File: src/rtl/serial_subtractor_pkg.sv
// Shared definitions for the digit-serial subtractor.
//   state_e    : controller state encoding (IDLE / RUN / DONE)
//   num_digits : number of RUN cycles for a given operand/digit width
//   cnt_width  : digit counter width, never narrower than one bit
package serial_subtractor_pkg;

  typedef enum logic [1:0] {
    ST_IDLE = 2'd0,
    ST_RUN  = 2'd1,
    ST_DONE = 2'd2
  } state_e;

  function automatic int num_digits(input int data_w, input int digit_w);
    return data_w / digit_w;
  endfunction

  function automatic int cnt_width(input int n);
    return (n > 1) ? $clog2(n) : 1;
  endfunction

endpackage

File: src/rtl/serial_subtractor_if.sv
// Operand/result handshake bundle for serial_subtractor.
//   in_valid/in_ready  : operand handshake, a = minuend, b = subtrahend
//   out_valid/out_ready: result handshake, diff = a - b, bo = borrow out
//   master modport     : producer/consumer side, slave modport: subtractor side
interface serial_subtractor_if #(
  parameter int DATA_WIDTH = 32
);
  logic                  in_valid;
  logic                  in_ready;
  logic [DATA_WIDTH-1:0] a;
  logic [DATA_WIDTH-1:0] b;
  logic                  out_valid;
  logic                  out_ready;
  logic [DATA_WIDTH-1:0] diff;
  logic                  bo;

  modport master (
    output in_valid, a, b, out_ready,
    input  in_ready, out_valid, diff, bo
  );

  modport slave (
    input  in_valid, a, b, out_ready,
    output in_ready, out_valid, diff, bo
  );
endinterface

File: src/rtl/serial_subtractor_digit.sv
// Combinational DIGIT_WIDTH-bit ripple adder slice used for one subtraction digit.
// The caller pre-inverts the subtrahend, so a_i + b_i + ci_i yields a - b digits.
//   a_i, b_i : digit operands
//   ci_i     : carry in (1 for the first digit)
//   d_o      : digit result
//   co_o     : carry out (inverted borrow)
module serial_subtractor_digit #(
  parameter int DIGIT_WIDTH = 8
) (
  input  logic [DIGIT_WIDTH-1:0] a_i,
  input  logic [DIGIT_WIDTH-1:0] b_i,
  input  logic                   ci_i,
  output logic [DIGIT_WIDTH-1:0] d_o,
  output logic                   co_o
);

  logic [DIGIT_WIDTH:0] c;

  always_comb begin
    c    = '0;
    d_o  = '0;
    c[0] = ci_i;
    for (int i = 0; i < DIGIT_WIDTH; i++) begin
      d_o[i]   = a_i[i] ^ b_i[i] ^ c[i];
      c[i+1]   = (a_i[i] & b_i[i]) | (c[i] & (a_i[i] ^ b_i[i]));
    end
    co_o = c[DIGIT_WIDTH];
  end

endmodule

File: src/rtl/serial_subtractor.sv
// Digit-serial unsigned subtractor: diff = a - b mod 2^DATA_WIDTH, bo = (a < b).
// Computes a + ~b + 1 one DIGIT_WIDTH slice per cycle, LSB digit first.
//   clk : rising-edge clock
//   rst : asynchronous active-high reset
//   bus : slave side of serial_subtractor_if (operand and result handshakes)
//
// state   | meaning
// IDLE    | in_ready high, waiting for operands
// RUN     | one digit per cycle, NUM_DIGITS cycles
// DONE    | result presented, waiting for out_ready
module serial_subtractor
  import serial_subtractor_pkg::*;
#(
  parameter int DATA_WIDTH  = 32,
  parameter int DIGIT_WIDTH = 8
) (
  input  logic                clk,
  input  logic                rst,
  serial_subtractor_if.slave  bus
);

  localparam int NUM_DIGITS = num_digits(DATA_WIDTH, DIGIT_WIDTH);
  localparam int CNT_W      = cnt_width(NUM_DIGITS);
  localparam logic [CNT_W-1:0] LAST_CNT = CNT_W'(NUM_DIGITS - 1);

  if ((DATA_WIDTH % DIGIT_WIDTH) != 0) begin : g_bad_width
    $error("serial_subtractor: DIGIT_WIDTH must divide DATA_WIDTH");
  end

  state_e                state_q, state_d;
  logic [CNT_W-1:0]      cnt_q, cnt_d;
  logic                  carry_q, carry_d;
  logic [DATA_WIDTH-1:0] a_sr_q, a_sr_d;
  logic [DATA_WIDTH-1:0] b_sr_q, b_sr_d;
  logic [DATA_WIDTH-1:0] result_q, result_d;

  logic [DIGIT_WIDTH-1:0] digit_d;
  logic                   digit_co;
  logic [DATA_WIDTH-1:0]  a_shift, b_shift, result_shift;

  serial_subtractor_digit #(
    .DIGIT_WIDTH(DIGIT_WIDTH)
  ) u_digit (
    .a_i  (a_sr_q[DIGIT_WIDTH-1:0]),
    .b_i  (b_sr_q[DIGIT_WIDTH-1:0]),
    .ci_i (carry_q),
    .d_o  (digit_d),
    .co_o (digit_co)
  );

  // New digits enter the result from the MSB side so that after the last
  // digit the LSB digit has reached bit 0.
  if (DIGIT_WIDTH == DATA_WIDTH) begin : g_single
    assign a_shift      = '0;
    assign b_shift      = '0;
    assign result_shift = digit_d;
  end else begin : g_multi
    assign a_shift      = {{DIGIT_WIDTH{1'b0}}, a_sr_q[DATA_WIDTH-1:DIGIT_WIDTH]};
    assign b_shift      = {{DIGIT_WIDTH{1'b0}}, b_sr_q[DATA_WIDTH-1:DIGIT_WIDTH]};
    assign result_shift = {digit_d, result_q[DATA_WIDTH-1:DIGIT_WIDTH]};
  end

  always_ff @(posedge clk or posedge rst) begin
    if (rst) begin
      state_q  <= ST_IDLE;
      cnt_q    <= '0;
      carry_q  <= 1'b0;
      a_sr_q   <= '0;
      b_sr_q   <= '0;
      result_q <= '0;
    end else begin
      state_q  <= state_d;
      cnt_q    <= cnt_d;
      carry_q  <= carry_d;
      a_sr_q   <= a_sr_d;
      b_sr_q   <= b_sr_d;
      result_q <= result_d;
    end
  end

  always_comb begin
    state_d  = state_q;
    cnt_d    = cnt_q;
    carry_d  = carry_q;
    a_sr_d   = a_sr_q;
    b_sr_d   = b_sr_q;
    result_d = result_q;
    case (state_q)
      ST_IDLE: begin
        if (bus.in_valid) begin
          a_sr_d  = bus.a;
          b_sr_d  = ~bus.b;
          carry_d = 1'b1;
          cnt_d   = '0;
          state_d = ST_RUN;
        end
      end
      ST_RUN: begin
        result_d = result_shift;
        a_sr_d   = a_shift;
        b_sr_d   = b_shift;
        carry_d  = digit_co;
        if (cnt_q == LAST_CNT) begin
          state_d = ST_DONE;
        end else begin
          cnt_d = cnt_q + CNT_W'(1);
        end
      end
      ST_DONE: begin
        if (bus.out_ready) begin
          state_d = ST_IDLE;
        end
      end
      default: state_d = ST_IDLE;
    endcase
  end

  // Final carry is the inverted borrow; outputs are forced to zero outside
  // DONE so the idle/reset view is clean.
  assign bus.in_ready  = (state_q == ST_IDLE);
  assign bus.out_valid = (state_q == ST_DONE);
  assign bus.diff      = (state_q == ST_DONE) ? result_q : '0;
  assign bus.bo        = (state_q == ST_DONE) & ~carry_q;

endmodule

File: src/flat_wrapper.sv
// flat-port wrapper written by rule: the top's interface ports become plain ports
module serial_subtractor_flat import serial_subtractor_pkg::*;
#(
  parameter int DATA_WIDTH  = 32,
  parameter int DIGIT_WIDTH = 8
)
  (clk, rst, bus_in_valid, bus_a, bus_b, bus_out_ready, bus_in_ready, bus_out_valid, bus_diff, bus_bo);
  serial_subtractor_if #(.DATA_WIDTH(DATA_WIDTH)) bus_i ();
  input  logic clk;
  input  logic rst;
  input wire logic [$bits(bus_i.in_valid)-1:0] bus_in_valid;
  input wire logic [$bits(bus_i.a)-1:0] bus_a;
  input wire logic [$bits(bus_i.b)-1:0] bus_b;
  input wire logic [$bits(bus_i.out_ready)-1:0] bus_out_ready;
  output wire logic [$bits(bus_i.in_ready)-1:0] bus_in_ready;
  output wire logic [$bits(bus_i.out_valid)-1:0] bus_out_valid;
  output wire logic [$bits(bus_i.diff)-1:0] bus_diff;
  output wire logic [$bits(bus_i.bo)-1:0] bus_bo;
  assign bus_i.in_valid = bus_in_valid;
  assign bus_i.a = bus_a;
  assign bus_i.b = bus_b;
  assign bus_i.out_ready = bus_out_ready;
  assign bus_in_ready = bus_i.in_ready;
  assign bus_out_valid = bus_i.out_valid;
  assign bus_diff = bus_i.diff;
  assign bus_bo = bus_i.bo;
  serial_subtractor #(.DATA_WIDTH(DATA_WIDTH), .DIGIT_WIDTH(DIGIT_WIDTH)) u_core (.clk(clk), .rst(rst), .bus(bus_i));
endmodule
File: config.mk
export PLATFORM = sky130hd
export DESIGN_NAME = serial_subtractor_flat
export DESIGN_NICKNAME = d
export VERILOG_FILES = /design/src/rtl/serial_subtractor_pkg.sv /design/src/rtl/serial_subtractor_if.sv /design/src/rtl/serial_subtractor_digit.sv /design/src/rtl/serial_subtractor.sv /design/src/flat_wrapper.sv
export SDC_FILE = /design/constraint.sdc
export NUM_CORES = 1
export LEC_CHECK = 0
export CORE_MARGIN = 5
export CORE_UTILIZATION = 55
export DETAILED_ROUTE_END_ITERATION = 10
export PLACE_DENSITY = 0.95
export SLEW_MARGIN = 0
export SYNTH_ARGS = -nofsm -noshare
export SYNTH_HDL_FRONTEND = slang
export SYNTH_HIERARCHICAL = 1
export SYNTH_SLANG_ARGS = --single-unit
File: constraint.sdc
create_clock -name clk -period 5.27 [get_ports clk]
set_input_delay 1.3175 -clock clk [delete_from_list [all_inputs] [get_ports clk]]
set_output_delay 1.3175 -clock clk [all_outputs]
set_load 0.02 [all_outputs]
After elaboration in Yosys (flattened, before gate mapping)
Index checks and enable logic that the tools add are counted.
- flip-flop bits (word level): 101
- latch bits: 0
- bits in writable memories: 0
- ROM bits: 0
- input port bits: 68
- output and inout port bits: 35
- logic and storage cells: 76
- memories kept: 0
- add/sub/neg operators: 1
- $mul: 0
- divide/modulo/power cells: 0
- order comparisons: 0
- eq/ne operators: 7
- shift-type cells: 0
- muxes and demuxes: 14
- bitwise gates (word level): 43
- reductions and logical operators: 5
- operators by type and width (operator ; count):
    32-bit case mux with 2 select lines ; 2
    32-bit two-way mux ; 3
    32-bit NOT ; 1
    1-bit bitwise AND ; 17
    1-bit bitwise XOR ; 16
    2-bit two-way mux ; 5
    1-bit OR ; 8
    2-bit != test, second input constant ; 3
    2-bit case mux with 3 select lines ; 1
    3-bit AND reduction ; 2
    2-bit == test, second input constant ; 2
    2-bit case mux with 2 select lines ; 1
    2-bit by 1-bit adder with 2-bit output, second input constant ; 1
    2-bit by 1-bit == test with 1-bit output, second input constant ; 1
    2-bit zero test ; 1
    2-bit by 1-bit != test with 1-bit output, second input constant ; 1
    1-bit case mux with 2 select lines ; 1
    2-bit AND reduction ; 1
    2-bit nonzero test ; 1
    1-bit two-way mux ; 1
    1-bit NOT ; 1

Longest topological paths before layout
- depth after elaboration: 18
- gate-level depth with buffers: 14
- depth with buffers taken out: 14

Hierarchy
Netlist, hierarchy kept.
- modules (own cells, without submodules) (module ; times used ; cells an instance ; area an instance (µm²) ; seq. area each (µm²)):
    serial_subtractor ; 1 ; 484 ; 4614.4 ; 2527.4
    serial_subtractor_digit ; 1 ; 18 ; 197.7 ; 0.0

Least setup slack after synthesis
No wires, ideal clock.
- kind: register to register
- from: reg u_core.a_sr_q[0]
- to: reg u_core.result_q[31]
- setup time: 0.065 ns
- data arrival time: 3.504 ns
- data required time: 5.205 ns
- setup slack: 1.701 ns
- cell stages (with the launch flop): 15
- buffers on the path: 0
- clock period less this slack: 3.569 ns
- path through: dfrtp_1 -> fa_1 -> inv_1 -> fa_1 -> inv_1 -> fa_1 -> fa_1 -> fa_1 -> fa_1 -> fa_1 -> inv_1 -> fa_1 -> inv_1 -> nand2_1 -> nand2_1
- cells in the longest elaborated chain, start to end: 16
- elaborated cells between the ends (all ways): 17
- those cells by class: 17 x bitwise
- RTL lines (item ; RTL line ; source):
    from (decl) ; serial_subtractor.sv:33 ; logic [DATA_WIDTH-1:0] a_sr_q, a_sr_d;
    from (signal assigned) ; serial_subtractor.sv:75 ; a_sr_q <= a_sr_d;
    1-bit bitwise XOR ; serial_subtractor_digit.sv:25 ; c[i+1] = (a_i[i] & b_i[i]) | (c[i] & (a_i[i] ^ b_i[i]));
    1-bit bitwise AND ; serial_subtractor_digit.sv:25 ;
    1-bit OR (*) ; serial_subtractor_digit.sv:25 ;
    1-bit bitwise AND (*) ; serial_subtractor_digit.sv:25 ;
    1-bit OR (*) ; serial_subtractor_digit.sv:25 ;
    1-bit bitwise AND (*) ; serial_subtractor_digit.sv:25 ;
    1-bit OR (*) ; serial_subtractor_digit.sv:25 ;
    1-bit bitwise AND (*) ; serial_subtractor_digit.sv:25 ;
    1-bit OR (*) ; serial_subtractor_digit.sv:25 ;
    1-bit bitwise AND (*) ; serial_subtractor_digit.sv:25 ;
    1-bit OR (*) ; serial_subtractor_digit.sv:25 ;
    1-bit bitwise AND (*) ; serial_subtractor_digit.sv:25 ;
    1-bit OR (*) ; serial_subtractor_digit.sv:25 ;
    1-bit bitwise AND (*) ; serial_subtractor_digit.sv:25 ;
    1-bit OR (*) ; serial_subtractor_digit.sv:25 ;
    1-bit bitwise XOR (*) ; serial_subtractor_digit.sv:24 ; d_o[i] = a_i[i] ^ b_i[i] ^ c[i];
    net u_core.digit_d[7] ; serial_subtractor.sv:37 ; logic [DIGIT_WIDTH-1:0] digit_d;
    to (signal assigned) ; serial_subtractor.sv:77 ; result_q <= result_d;
    to (decl) ; serial_subtractor.sv:35 ; logic [DATA_WIDTH-1:0] result_q, result_d;
Mark *: on every way through the listed nets, which the timed path passes. The rest lies on a longest branch.
A chain may end at the register's enable or synchronous reset.

Final worst setup path
- from: reg u_core.state_q[0]
- to: out bus_diff[20]
- cells in the longest elaborated chain, start to end: 2
- RTL lines (item ; RTL line ; source):
    from (decl) ; serial_subtractor.sv:30 ; state_e state_q, state_d;
    from (signal assigned) ; serial_subtractor.sv:72 ; state_q <= state_d;
    2-bit == test ; serial_subtractor.sv:122 ; assign bus.diff = (state_q == ST_DONE) ? result_q : '0;
    32-bit two-way mux ; serial_subtractor.sv:122 ;
    to (decl) ; flat_wrapper.sv:17 ; output wire logic [$bits(bus_i.diff)-1:0] bus_diff;
No other way between the ends.

==> impl_metrics.py <==
metrics = {
    "status": {
        "run_status": "finished, final reports clean",
    },
    "routing": {
        "dr.pass1.iters": 5,
        "drt_iter0_markers": 296,
        "vias": 4030,
        "ant_nets": 0,
        "viasPerCell": 5.849,
        "drt_wl_total_um": 11550,
        "wl_per_cell_um": 16.77,
        "drc": 0,
    },
    "clock_tree": {
        "cts.sink_count": 101,
        "cts_tree": "built",
        "ctsHoldBuffers": 0,
        "cts_resized": 0,
        "cts_buffers": 9,
        "clock_latency_ps": 360,
        "cts_root_buffer": "clkbuf_8",
        "max-clock-path-buffers": 2,
        "post-cts-setup-buffers": 0,
        "path_clk_slew_ps": 80,
        "h-tree-depth": 3,
    },
    "sta": {
        "clock_skew_ps": 9.951,
        "max_freq_mhz": 248.7,
        "worstMarginPinSlew_ps": 1268,
        "slew_violations": 0,
        "fin_crit_sh": 0.7631,
        "rsz0062_at_grt": "no",
        "setup_viol_count_final": 0,
        "min_period_ps": 4022,
        "hold_violations": 0,
        "slew_headroom": 0.1546,
        "timing.setup.tns_ps": 0,
    },
    "layout": {
        "fin_area_um2": 5986,
        "diodes": 0,
        "nets": 654,
        "fin_cells": 689,
        "fillCellCount": 642,
        "multi_input_area_um2": 2003,
        "drive_gt1_frac": 0.04647,
        "final-seq-area_um2": 2529,
        "syn2layout_area_growth_pct": 24.39,
    },
    "global_routing": {
        "grt_pass1_vias": 3999,
        "grtUsageTotal": 0.2130,
        "gr-total-overflow": 0,
        "antenna_found_initial": 0,
        "grt_max_degree": 79,
        "grt_pass1_wl_um": 19110,
    },
    "worst_setup_path": {
        "critPathMostFrequentCell": "inv_2",
        "cp-start-kind": "register",
        "cp_slowest_cell": "clkdlybuf4s50_1",
        "cpPeakStageDelay_ps": 610,
        "crit_required_ps": 3950,
        "crit_path_end_kind": "primary output",
        "crit_fanout": 33,
        "path_buf_inv": 4,
        "worstPathCellList": "buf_4, inv_2, nand2_1, inv_2, and2_1, clkdlybuf4s50_1",
        "crit_arrival_ps": 2700,
        "ff2ff_setup_slack_ps": 1440,
        "critical_path.top_delay_family": "buffers and inverters",
        "crit_type": "register to primary output",
    },
    "place": {
        "dp_hpwl_um": 7862,
        "placed_cells": 674,
        "placed_area_um2": 5781,
        "place.gp.congestion": 0.7805,
        "io_buffer_count": 102,
    },
    "power": {
        "power_density_nw_per_um2": 545.7,
        "ir_worst_vdd_uv": 399.1,
        "p_leak_nw": 2.612,
    },
    "synth": {
        "synth_nets": 579,
        "post-synth-top-count-cell": "nand2_1",
        "synth_seq_area_share": 0.5252,
        "synth_area_leaders": "dfrtp_1, nand2_1, o22ai_1, a221o_1, o31ai_1",
        "synth.avg_cell_area_um2": 9.586,
        "syn_area_um2": 4812,
        "ys_types": 26,
        "ys_ff_latch": 101,
        "netlist_instances": 502,
        "async_flop_share": 1.000,
        "synth-edff-count": 0,
        "synth.top_cell.area_share": 0.5252,
        "yosys_warnings": 6,
        "netlist_top_cells_count": "nand2_1, dfrtp_1, o22ai_1",
        "synth_top_area_cell": "dfrtp_1",
        "synthFlopType": "dfrtp_1",
    },
    "job": {
        "maxCapViolations": 0,
    },
    "floorplanning": {
        "die_h_um": 103.5,
        "io_pins": 103,
        "die_area_um2": 10720,
        "rows": 34,
        "coreArea_um2": 8636,
        "start_util": 0.5572,
        "die_w_um": 103.5,
    },
    "min_path": {
        "min_path_type": "register to register",
    },
}
==> worst register-to-register path: stages (launching register included) <==
cell     delay, ps
dfrtp_1        430
fa_1           430
inv_1           90
fa_1           170
inv_1           50
fa_1           400
fa_1           390
fa_1           400
fa_1           400
fa_1           370
inv_1           70
fa_1           400
inv_1           60
nand2_1         40
nand2_1         70
==> through the flow <==
stage | utilization | worst slack, ps | hold WS, ps | total power [mW]
after floorplan | - | 1305 | 437.4 | 2.406
after global placement | 0.6694 | 1616 | 450.2 | 2.622
after detailed placement | 0.6694 | 1504 | 460.3 | 2.745
after CTS | 0.6931 | 1270 | 481.3 | 3.266
after global routing | 0.6931 | 1126 | 514.8 | 3.510
final | 0.6931 | 1248 | 478.5 | 3.267
==> cell type report <==
| class | count | area share |
|---|---|---|
| sequential | 101 | 0.4225 |
| multi-input combinational | 344 | 0.3347 |
| timing repair buffer | 107 | 0.1768 |
| tap | 108 | 0.02258 |
| clock buffer | 10 | 0.02132 |
| clock inverter | 5 | 0.01296 |
| inverter | 14 | 0.009197 |
==> worst paths after layout <==
kind | startpoint | end | cells after the start
setup / recovery | u_core/state_q[0] | bus_diff[20] | 6
setup reg to reg | u_core/a_sr_q[0] | u_core/result_q[31] | 14
max in group asynchronous | rst | u_core/result_q[11] | 3
min in group asynchronous | rst | u_core/a_sr_q[2] | 2
hold / removal | u_core/result_q[3] | u_core/result_q[3] | 2
hold reg to reg | u_core/result_q[3] | u_core/result_q[3] | 2
==> placed cells by master (no fill, tap or decap) <==
cell and n:
a22oi_1 1, clkdlybuf4s50_1 102, o21ai_0 10, nor2_1 4
clkinv_2 2, inv_1 10, a21oi_1 26, and2_1 32
clkinvlp_4 1, buf_4 5, and2b_4 1, nor2_2 1
clkbuf_8 9, o31ai_1 32, nand2_1 130, nor2b_1 1
inv_4 1, fa_1 8, bufinv_16 2, nand2b_1 3
o22ai_1 48, dfrtp_2 1, nand2b_2 1, ha_1 1
dfrtp_1 100, clkbuf_1 1, o22a_1 1, nor3_1 1
inv_2 3, a221o_1 24, o21ai_1 19
==> per-layer routing <==
metal | up-vias | share of wire | global-route usage
li1 | 1909 | - | -
met1 | 1917 | 0.41 | 0.2841
met2 | 165 | 0.49 | 0.3229
met3 | 39 | 0.059 | 0.04415
met4 | 0 | 0.044 | 0.1228
met5 | - | 0 | 0
==> cells by family after synthesis <==
group / Yosys count / share of synthesized area
adders and majority gates: 9 / 0.03588
and+or+nand+nor: 174 / 0.1570
AOI/OAI and AO/OA: 161 / 0.2228
buffers and inverters: 57 / 0.05902
DFF: 101 / 0.5252
==> flip-flops by register name, summed over array words and instances (netlist names) <==
register,cells
u_core/b_sr_q,32
u_core/result_q,32
u_core/cnt_q,2
u_core/state_q,2
u_core/a_sr_q,32
u_core/carry_q,1
==> report_power, final <==
group	internal (mW)	switching (mW)	total (mW)
registers	1.12	0.284	1.41
clock network	0.264	0.253	0.517
logic	0.546	0.798	1.34
total	1.93	1.34	3.27
No activity file was read; power rests on OpenSTA's default activity.
